`src/rtl/dram_access_ctrl_pkg.sv`:
```
// Shared types and constants for the MEM-stage data DRAM access controller.
package dram_access_ctrl_pkg;

    localparam int unsigned WORD_W = 32;

    localparam logic [1:0] SZ_B = 2'b00;
    localparam logic [1:0] SZ_H = 2'b01;
    localparam logic [1:0] SZ_W = 2'b10;

    typedef enum logic [0:0] {
        IDLE,
        RMW_WR
    } state_e;

endpackage

```
`src/rtl/dram_access_ctrl_if.sv`:
```
// CPU (MEM stage) and debug/trace request bundle seen by the DRAM access controller.
interface dram_access_ctrl_if #(
    parameter int unsigned ADDR_W = 14
);
    import dram_access_ctrl_pkg::*;

    logic              cpu_req;
    logic              cpu_we;
    logic [1:0]        cpu_size;
    logic              cpu_sext;
    logic [31:0]       cpu_adr;
    logic [WORD_W-1:0] cpu_wdata;
    logic [WORD_W-1:0] cpu_rdata;
    logic              cpu_ready;
    logic              cpu_misalign;

    logic              dbg_req;
    logic              dbg_we;
    logic [ADDR_W-1:0] dbg_adr;
    logic [WORD_W-1:0] dbg_wdata;
    logic [WORD_W-1:0] dbg_rdata;
    logic              dbg_gnt;

    modport master (
        output cpu_req, cpu_we, cpu_size, cpu_sext, cpu_adr, cpu_wdata,
        input  cpu_rdata, cpu_ready, cpu_misalign,
        output dbg_req, dbg_we, dbg_adr, dbg_wdata,
        input  dbg_rdata, dbg_gnt
    );

    modport slave (
        input  cpu_req, cpu_we, cpu_size, cpu_sext, cpu_adr, cpu_wdata,
        output cpu_rdata, cpu_ready, cpu_misalign,
        input  dbg_req, dbg_we, dbg_adr, dbg_wdata,
        output dbg_rdata, dbg_gnt
    );

endinterface

```
`src/rtl/dram_access_ctrl_mem_lane_unit.sv`:
```
// Byte-lane datapath: load extract/extend from a DRAM word, and sub-word store merge.
module mem_lane_unit
    import dram_access_ctrl_pkg::*;
(
    input  logic [WORD_W-1:0] ld_word,
    input  logic [1:0]        ld_off,
    input  logic [1:0]        ld_size,
    input  logic              ld_sext,
    output logic [WORD_W-1:0] ld_data,

    input  logic [WORD_W-1:0] st_word,
    input  logic [1:0]        st_off,
    input  logic              st_byte,
    input  logic [15:0]       st_data,
    output logic [WORD_W-1:0] st_merged
);

    logic [7:0]  ld_b;
    logic [15:0] ld_h;

    // Halves are only ever extracted aligned, so lane select uses off[1] alone.
    assign ld_b = ld_word[{ld_off, 3'b000} +: 8];
    assign ld_h = ld_word[{ld_off[1], 4'b0000} +: 16];

    always_comb begin
        case (ld_size)
            SZ_B:    ld_data = {{24{ld_sext & ld_b[7]}}, ld_b};
            SZ_H:    ld_data = {{16{ld_sext & ld_h[15]}}, ld_h};
            default: ld_data = ld_word;
        endcase
    end

    always_comb begin
        st_merged = st_word;
        if (st_byte) begin
            st_merged[{st_off, 3'b000} +: 8] = st_data[7:0];
        end else begin
            st_merged[{st_off[1], 4'b0000} +: 16] = st_data;
        end
    end

endmodule

```
`src/rtl/dram_access_ctrl.sv`:
```
// MEM-stage data DRAM controller: word/sub-word loads and stores (sub-word stores via
// read-modify-write) with a debug port that takes priority whenever the FSM is idle.
module dram_access_ctrl
    import dram_access_ctrl_pkg::*;
#(
    parameter int unsigned ADDR_W = 14,
    parameter bit          DBG_EN = 1'b1
) (
    input  logic              clk,
    input  logic              rst,
    dram_access_ctrl_if.slave bus,
    output logic [ADDR_W-1:0] dram_a,
    output logic              dram_we,
    output logic [WORD_W-1:0] dram_d,
    input  logic [WORD_W-1:0] dram_spo
);

    state_e            state_q, state_d;
    logic [ADDR_W-1:0] hold_adr_q, hold_adr_d;
    logic [WORD_W-1:0] hold_word_q, hold_word_d;
    logic [1:0]        hold_off_q, hold_off_d;
    logic              hold_byte_q, hold_byte_d;
    logic [15:0]       hold_data_q, hold_data_d;

    logic              is_word;
    logic              misalign;
    logic              dbg_act;
    logic [WORD_W-1:0] ld_data;
    logic [WORD_W-1:0] st_merged;
    logic              unused_adr_hi;

    assign unused_adr_hi = ^bus.cpu_adr[31:ADDR_W+2];

    // Size 2'b11 falls in with word accesses.
    assign is_word  = bus.cpu_size[1];
    assign misalign = ((bus.cpu_size == SZ_H) && bus.cpu_adr[0]) ||
                      (is_word && (bus.cpu_adr[1:0] != 2'b00));
    assign dbg_act  = DBG_EN && bus.dbg_req && (state_q == IDLE);

    assign bus.dbg_rdata = dram_spo;

    mem_lane_unit u_lane (
        .ld_word   (dram_spo),
        .ld_off    (bus.cpu_adr[1:0]),
        .ld_size   (bus.cpu_size),
        .ld_sext   (bus.cpu_sext),
        .ld_data   (ld_data),
        .st_word   (hold_word_q),
        .st_off    (hold_off_q),
        .st_byte   (hold_byte_q),
        .st_data   (hold_data_q),
        .st_merged (st_merged)
    );

    always_comb begin
        state_d          = state_q;
        hold_adr_d       = hold_adr_q;
        hold_word_d      = hold_word_q;
        hold_off_d       = hold_off_q;
        hold_byte_d      = hold_byte_q;
        hold_data_d      = hold_data_q;
        dram_a           = bus.cpu_adr[ADDR_W+1:2];
        dram_we          = 1'b0;
        dram_d           = bus.cpu_wdata;
        bus.cpu_rdata    = '0;
        bus.cpu_ready    = 1'b0;
        bus.cpu_misalign = 1'b0;
        bus.dbg_gnt      = 1'b0;

        unique case (state_q)
            IDLE: begin
                if (dbg_act) begin
                    bus.dbg_gnt = 1'b1;
                    dram_a      = bus.dbg_adr;
                    dram_we     = bus.dbg_we;
                    dram_d      = bus.dbg_wdata;
                end else if (bus.cpu_req) begin
                    if (misalign) begin
                        bus.cpu_ready    = 1'b1;
                        bus.cpu_misalign = 1'b1;
                    end else if (!bus.cpu_we) begin
                        bus.cpu_ready = 1'b1;
                        bus.cpu_rdata = ld_data;
                    end else if (is_word) begin
                        bus.cpu_ready = 1'b1;
                        dram_we       = 1'b1;
                    end else begin
                        // Capture everything now; the write cycle must not depend on CPU inputs.
                        hold_adr_d  = bus.cpu_adr[ADDR_W+1:2];
                        hold_word_d = dram_spo;
                        hold_off_d  = bus.cpu_adr[1:0];
                        hold_byte_d = (bus.cpu_size == SZ_B);
                        hold_data_d = bus.cpu_wdata[15:0];
                        state_d     = RMW_WR;
                    end
                end
            end
            RMW_WR: begin
                dram_a        = hold_adr_q;
                dram_we       = 1'b1;
                dram_d        = st_merged;
                bus.cpu_ready = 1'b1;
                state_d       = IDLE;
            end
            default: state_d = IDLE;
        endcase

        if (rst) begin
            dram_we          = 1'b0;
            bus.cpu_ready    = 1'b0;
            bus.cpu_misalign = 1'b0;
            bus.dbg_gnt      = 1'b0;
        end
    end

    always_ff @(posedge clk) begin
        if (rst) begin
            state_q     <= IDLE;
            hold_adr_q  <= '0;
            hold_word_q <= '0;
            hold_off_q  <= '0;
            hold_byte_q <= 1'b0;
            hold_data_q <= '0;
        end else begin
            state_q     <= state_d;
            hold_adr_q  <= hold_adr_d;
            hold_word_q <= hold_word_d;
            hold_off_q  <= hold_off_d;
            hold_byte_q <= hold_byte_d;
            hold_data_q <= hold_data_d;
        end
    end

endmodule

```
`src/flat_wrapper.sv`:
```
// flat-port wrapper written by rule: the top's interface ports become plain ports
module dram_access_ctrl_flat import dram_access_ctrl_pkg::*;
#(
    parameter int unsigned ADDR_W = 14,
    parameter bit          DBG_EN = 1'b1
)
  (clk, rst, dram_a, dram_we, dram_d, dram_spo, bus_cpu_req, bus_cpu_we, bus_cpu_size, bus_cpu_sext, bus_cpu_adr, bus_cpu_wdata, bus_cpu_rdata, bus_cpu_ready, bus_cpu_misalign, bus_dbg_req, bus_dbg_we, bus_dbg_adr, bus_dbg_wdata, bus_dbg_rdata, bus_dbg_gnt);
  dram_access_ctrl_if #(.ADDR_W(ADDR_W)) bus_i ();
  input  logic clk;
  input  logic rst;
  output logic [ADDR_W-1:0] dram_a;
  output logic dram_we;
  output logic [WORD_W-1:0] dram_d;
  input  logic [WORD_W-1:0] dram_spo;
  input wire logic [$bits(bus_i.cpu_req)-1:0] bus_cpu_req;
  input wire logic [$bits(bus_i.cpu_we)-1:0] bus_cpu_we;
  input wire logic [$bits(bus_i.cpu_size)-1:0] bus_cpu_size;
  input wire logic [$bits(bus_i.cpu_sext)-1:0] bus_cpu_sext;
  input wire logic [$bits(bus_i.cpu_adr)-1:0] bus_cpu_adr;
  input wire logic [$bits(bus_i.cpu_wdata)-1:0] bus_cpu_wdata;
  output wire logic [$bits(bus_i.cpu_rdata)-1:0] bus_cpu_rdata;
  output wire logic [$bits(bus_i.cpu_ready)-1:0] bus_cpu_ready;
  output wire logic [$bits(bus_i.cpu_misalign)-1:0] bus_cpu_misalign;
  input wire logic [$bits(bus_i.dbg_req)-1:0] bus_dbg_req;
  input wire logic [$bits(bus_i.dbg_we)-1:0] bus_dbg_we;
  input wire logic [$bits(bus_i.dbg_adr)-1:0] bus_dbg_adr;
  input wire logic [$bits(bus_i.dbg_wdata)-1:0] bus_dbg_wdata;
  output wire logic [$bits(bus_i.dbg_rdata)-1:0] bus_dbg_rdata;
  output wire logic [$bits(bus_i.dbg_gnt)-1:0] bus_dbg_gnt;
  assign bus_i.cpu_req = bus_cpu_req;
  assign bus_i.cpu_we = bus_cpu_we;
  assign bus_i.cpu_size = bus_cpu_size;
  assign bus_i.cpu_sext = bus_cpu_sext;
  assign bus_i.cpu_adr = bus_cpu_adr;
  assign bus_i.cpu_wdata = bus_cpu_wdata;
  assign bus_cpu_rdata = bus_i.cpu_rdata;
  assign bus_cpu_ready = bus_i.cpu_ready;
  assign bus_cpu_misalign = bus_i.cpu_misalign;
  assign bus_i.dbg_req = bus_dbg_req;
  assign bus_i.dbg_we = bus_dbg_we;
  assign bus_i.dbg_adr = bus_dbg_adr;
  assign bus_i.dbg_wdata = bus_dbg_wdata;
  assign bus_dbg_rdata = bus_i.dbg_rdata;
  assign bus_dbg_gnt = bus_i.dbg_gnt;
  dram_access_ctrl #(.ADDR_W(ADDR_W), .DBG_EN(DBG_EN)) u_core (.clk(clk), .rst(rst), .bus(bus_i), .dram_a(dram_a), .dram_we(dram_we), .dram_d(dram_d), .dram_spo(dram_spo));
endmodule
```
`config.mk`:
```
export PLATFORM = sky130hd
export DESIGN_NAME = dram_access_ctrl_flat
export DESIGN_NICKNAME = d
export VERILOG_FILES = /design/src/rtl/dram_access_ctrl_pkg.sv /design/src/rtl/dram_access_ctrl_if.sv /design/src/rtl/dram_access_ctrl_mem_lane_unit.sv /design/src/rtl/dram_access_ctrl.sv /design/src/flat_wrapper.sv
export SDC_FILE = /design/constraint.sdc
export NUM_CORES = 1
export LEC_CHECK = 0
export CAP_MARGIN = 40
export CORE_MARGIN = 5
export CORE_UTILIZATION = 39
export CTS_BUF_LIST = sky130_fd_sc_hd__clkbuf_4 sky130_fd_sc_hd__clkbuf_8 sky130_fd_sc_hd__clkbuf_16
export DETAILED_ROUTE_END_ITERATION = 7
export GPL_TIMING_DRIVEN = 0
export PLACE_DENSITY = 0.79
export SETUP_SLACK_MARGIN = 0.15
export SLEW_MARGIN = 20
export SYNTH_ARGS = -nofsm -noshare
export SYNTH_HDL_FRONTEND = slang
export SYNTH_SLANG_ARGS = --single-unit
```
`constraint.sdc`:
```
create_clock -name clk -period 2.8 [get_ports clk]
set_input_delay 0.7 -clock clk [delete_from_list [all_inputs] [get_ports clk]]
set_output_delay 0.7 -clock clk [all_outputs]
set_load 0.01 [all_outputs]
```
==> impl_metrics.json <==
{
  "cell_depth_of_the_worst_hold_path": 2,
  "fp-row-count": 44,
  "timing_hold_violations_final": 0,
  "drc_viols": 0,
  "grt_antenna_before_repair": 0,
  "synth.distinct_cells": 45,
  "totalWireLength_mm": 27.72,
  "clk-insertion-delay-late_ns": 0.33,
  "violations_in_the_final_reports": "setup timing",
  "critical_path_peak_fanout": 4,
  "crit_arrival_ns": 2.23,
  "grt_pass1_wl_mm": 41.02,
  "path_depth": 11,
  "design.final.nets": 1178,
  "grt_setup_unrepaired": "yes",
  "ctsHoldBuffers": 0,
  "critical_path.cell_chain": "buf_8 -> buf_12 -> inv_8 -> ha_4 -> nor4bb_4 -> buf_4 -> buf_6 -> buf_6 -> a221oi_2 -> o22ai_1 -> buf_2",
  "period_minus_slack_ns": 2.933,
  "worst_path_most_repeated_cell": "buf_6",
  "slew_violations": 0,
  "flow.area_growth_from_synthesis_pct": 67.63,
  "dieWidth_microns": 131.7,
  "result_of_the_run": "finished with violations",
  "drt-initial-drc-count": 922,
  "power.density_nw_per_um2": 330.7,
  "ant_nets": 0,
  "place.gp.congestion": 0.9790,
  "design.portCount": 265,
  "synth-main-ff-cell": "dfxtp_1",
  "vdd_ir_drop_max_uv": 288.8,
  "timing.critical_path.max_delay_family": "buffers and inverters",
  "die_h_microns": 131.7,
  "critical_path.slowest_cell": "dfxtp_2",
  "r2r.worst_path.cells": 7,
  "first_global_vias": 7354,
  "mappedNetlistArea_sq_um": 5776,
  "maximum_number_of_pins_on_one_net_before_global_route_repair": 12,
  "syn_avg_cell_area_sq_um": 7.890,
  "initial_utilization_pct": 39.74,
  "setup.worst_path.class": "reg2out",
  "n_antenna_cell": 0,
  "die_area_sq_um": 17340,
  "synthesis.instances": 732,
  "cts_root_buf": "clkbuf_16",
  "max_freq_ghz": 0.3410,
  "layout.filler_cells": 1153,
  "detail_route.first_pass.iterations": 5,
  "post_route_cells_drive_above_1_share_pct": 35.67,
  "cts_max_level": 3,
  "static-leakage-power_nw": 3.741,
  "fin_skew_ns": 0.006562,
  "setup_total_negative_slack_ns": -1.108,
  "critical_path.n_buffers_inverters": 7,
  "clkTransAtPathRegs_ns": 0.06,
  "globalRouteOverflowTotal": 0,
  "fin_area_sq_um": 9682,
  "asyncSetResetFlopFracSynth_pct": 0,
  "worst-endpoint-required_ns": 2.10,
  "number_of_buffers_on_the_longest_clock_path": 2,
  "fin_worst_hold_slack_ns": 0.4767,
  "synth_sequential_area_ratio_pct": 22.88,
  "worst_pin_slew_ns": 0.6321,
  "placed_cell_area_sq_um": 8452,
  "route.vias.total": 7646,
  "mappedNetlistNets": 888,
  "max-cap-violations": 0,
  "critical_path.endpoint_type": "output port",
  "number_of_enable_type_register_cells_in_the_synthesized_netlist": 0,
  "numPortBuffers": 244,
  "p_total_mw": 3.202,
  "hold_path.class": "reg2reg",
  "synth.yosys.warnings": 0,
  "postSynthRegisterBits": 66,
  "cts_tree": "built",
  "cts_made_buffers": 9,
  "final_critical_path_setup_slack_ns": -0.1328,
  "final.period_utilization_pct": 104.7,
  "detail_route.vias_per_cell": 6.319,
  "slew-limit-headroom_pct": 57.86,
  "post-place-cells": 1160,
  "detail_route.wl_per_cell_microns": 22.90,
  "hpwlAfterDp_mm": 18.82,
  "cpPeakStageDelay_ns": 0.36,
  "finalSetupViolCount": 19,
  "grtUsageTotal_pct": 28.86,
  "design.core.area_sq_um": 14530,
  "post_layout_nonfiller_instances": 1210,
  "clkSinkCount": 66,
  "worst_setup_path_start_kind": "register"
}
state kept, by name, indices dropped and copies added (netlist names):
register	count
u_core.hold_word_q	32
u_core.hold_data_q	16
u_core.hold_adr_q	14
u_core.hold_off_q	2
u_core.hold_byte_q	1
u_core.state_q	1
layout by cell type, fill, tap and decap left out, types with 18 or more instances in the layout:
master	count
clkdlybuf4s50_1	132
a21oi_1	66
o31ai_1	65
buf_2	64
nand4_1	64
dfxtp_1	63
buf_4	59
mux2_2	49
nand2_1	47
clkbuf_1	35
buf_6	33
o21ai_0	31
mux2i_1	30
dlygate4sd2_1	24
o22ai_1	22
nand2b_1	18
where the power goes:
group,switching [mW],internal [mW]
registers,0.0223,0.956
logic,0.511,0.522
clock network,0.422,0.769
worst reg2reg max path, cell delays in order (launching register included):
cell	delay, ns
dfxtp_2	0.35
or3b_1	0.38
clkbuf_8	0.15
buf_4	0.14
buf_6	0.14
buf_6	0.14
o31ai_1	0.37
a21oi_1	0.15
per-layer routing:
metal | up-vias | GRT usage [%] | part of all wire (%)
met5 | - | 0 | 0
met4 | 0 | 11.71 | 4.7
met3 | 111 | 6.843 | 11
met1 | 3559 | 36.87 | 38
met2 | 595 | 46.81 | 46
li1 | 3381 | - | -
kinds of logic (layout without fill, tap and decap cells):
family	count (synthesis)	count (layout)	share of synthesized area [%]
AOI/OAI and AO/OA	270	270	31.04
and+or+nand+nor	164	164	15.99
buffers and inverters	140	434	12.50
muxes	87	87	16.51
DFF	66	66	22.88
adders and majority gates	5	5	1.083
final timing paths:
path / startpoint / end / slack (ns)
hold reg to reg: u_core.hold_adr_q[2] / u_core.hold_adr_q[2] / 0.48
hold / removal: u_core.hold_adr_q[2] / u_core.hold_adr_q[2] / 0.48
setup reg to reg: u_core.state_q / u_core.hold_off_q[1] / 0.83
setup / recovery: u_core.hold_off_q[1] / dram_d[27] / -0.13
stage by stage:
step           utilization, %  setup slack, ns
6_report                66.62          -0.1328
5_1_grt                 66.62          -0.2140
4_1_cts                 63.76         -0.05880
3_5_place_dp            58.15           -1.141
3_3_place_gp            58.15           -1.132
2_1_floorplan               -           0.1799
cells in the mapped netlist, types with 2 or more instances:
cell type  number  area (sq um)
o21a_1          2         15.01
buf_1           6         22.52
o22ai_1        24         150.1
nand3_1         2         10.01
ha_1            5         62.56
clkbuf_1       55         206.5
nor4bb_1        2         20.02
o21ai_0        39         195.2
o221a_2         7         78.83
nand4b_1        4         35.03
nor3b_1         3         22.52
buf_2          25         125.1
nand4_1        64         400.4
nor4_1          2         12.51
and2_1          2         12.51
a31oi_1        11         68.82
nor2_1          2         7.510
mux2_2         56         630.6
a21oi_1        70         350.3
dfxtp_1        66          1321
buf_6           5         56.30
nand2_1        54         202.7
clkinv_1        2         7.510
buf_4          34         255.2
mux2i_1        30         300.3
a221oi_1       23         201.4
nand2b_1       19         118.9
inv_1          13         48.80
a211oi_1       16         120.1
a32oi_1         8         70.07
o31ai_1        65         488.0
nor2b_1         3         18.77
layout make-up:
class | count | area (sq um) | area share [%]
plain buffers | 125 | 945.9 | 9.770
clock buffers | 9 | 225.2 | 2.326
clock inverters | 6 | 82.58 | 0.8529
inverters | 15 | 71.32 | 0.7366
multi-input cells | 526 | 4297 | 44.38
flip-flops and latches | 66 | 1328 | 13.71
well taps | 184 | 230.2 | 2.378
repair buffers | 279 | 2502 | 25.85
timing repair:
action,CTS,global route
gates resized for setup,542,87
pin swaps,32,26
endpoints found under the setup margin,93,67
buffers inserted,25,6
gates cloned,2,2
(Power assumes the default switching activity.)
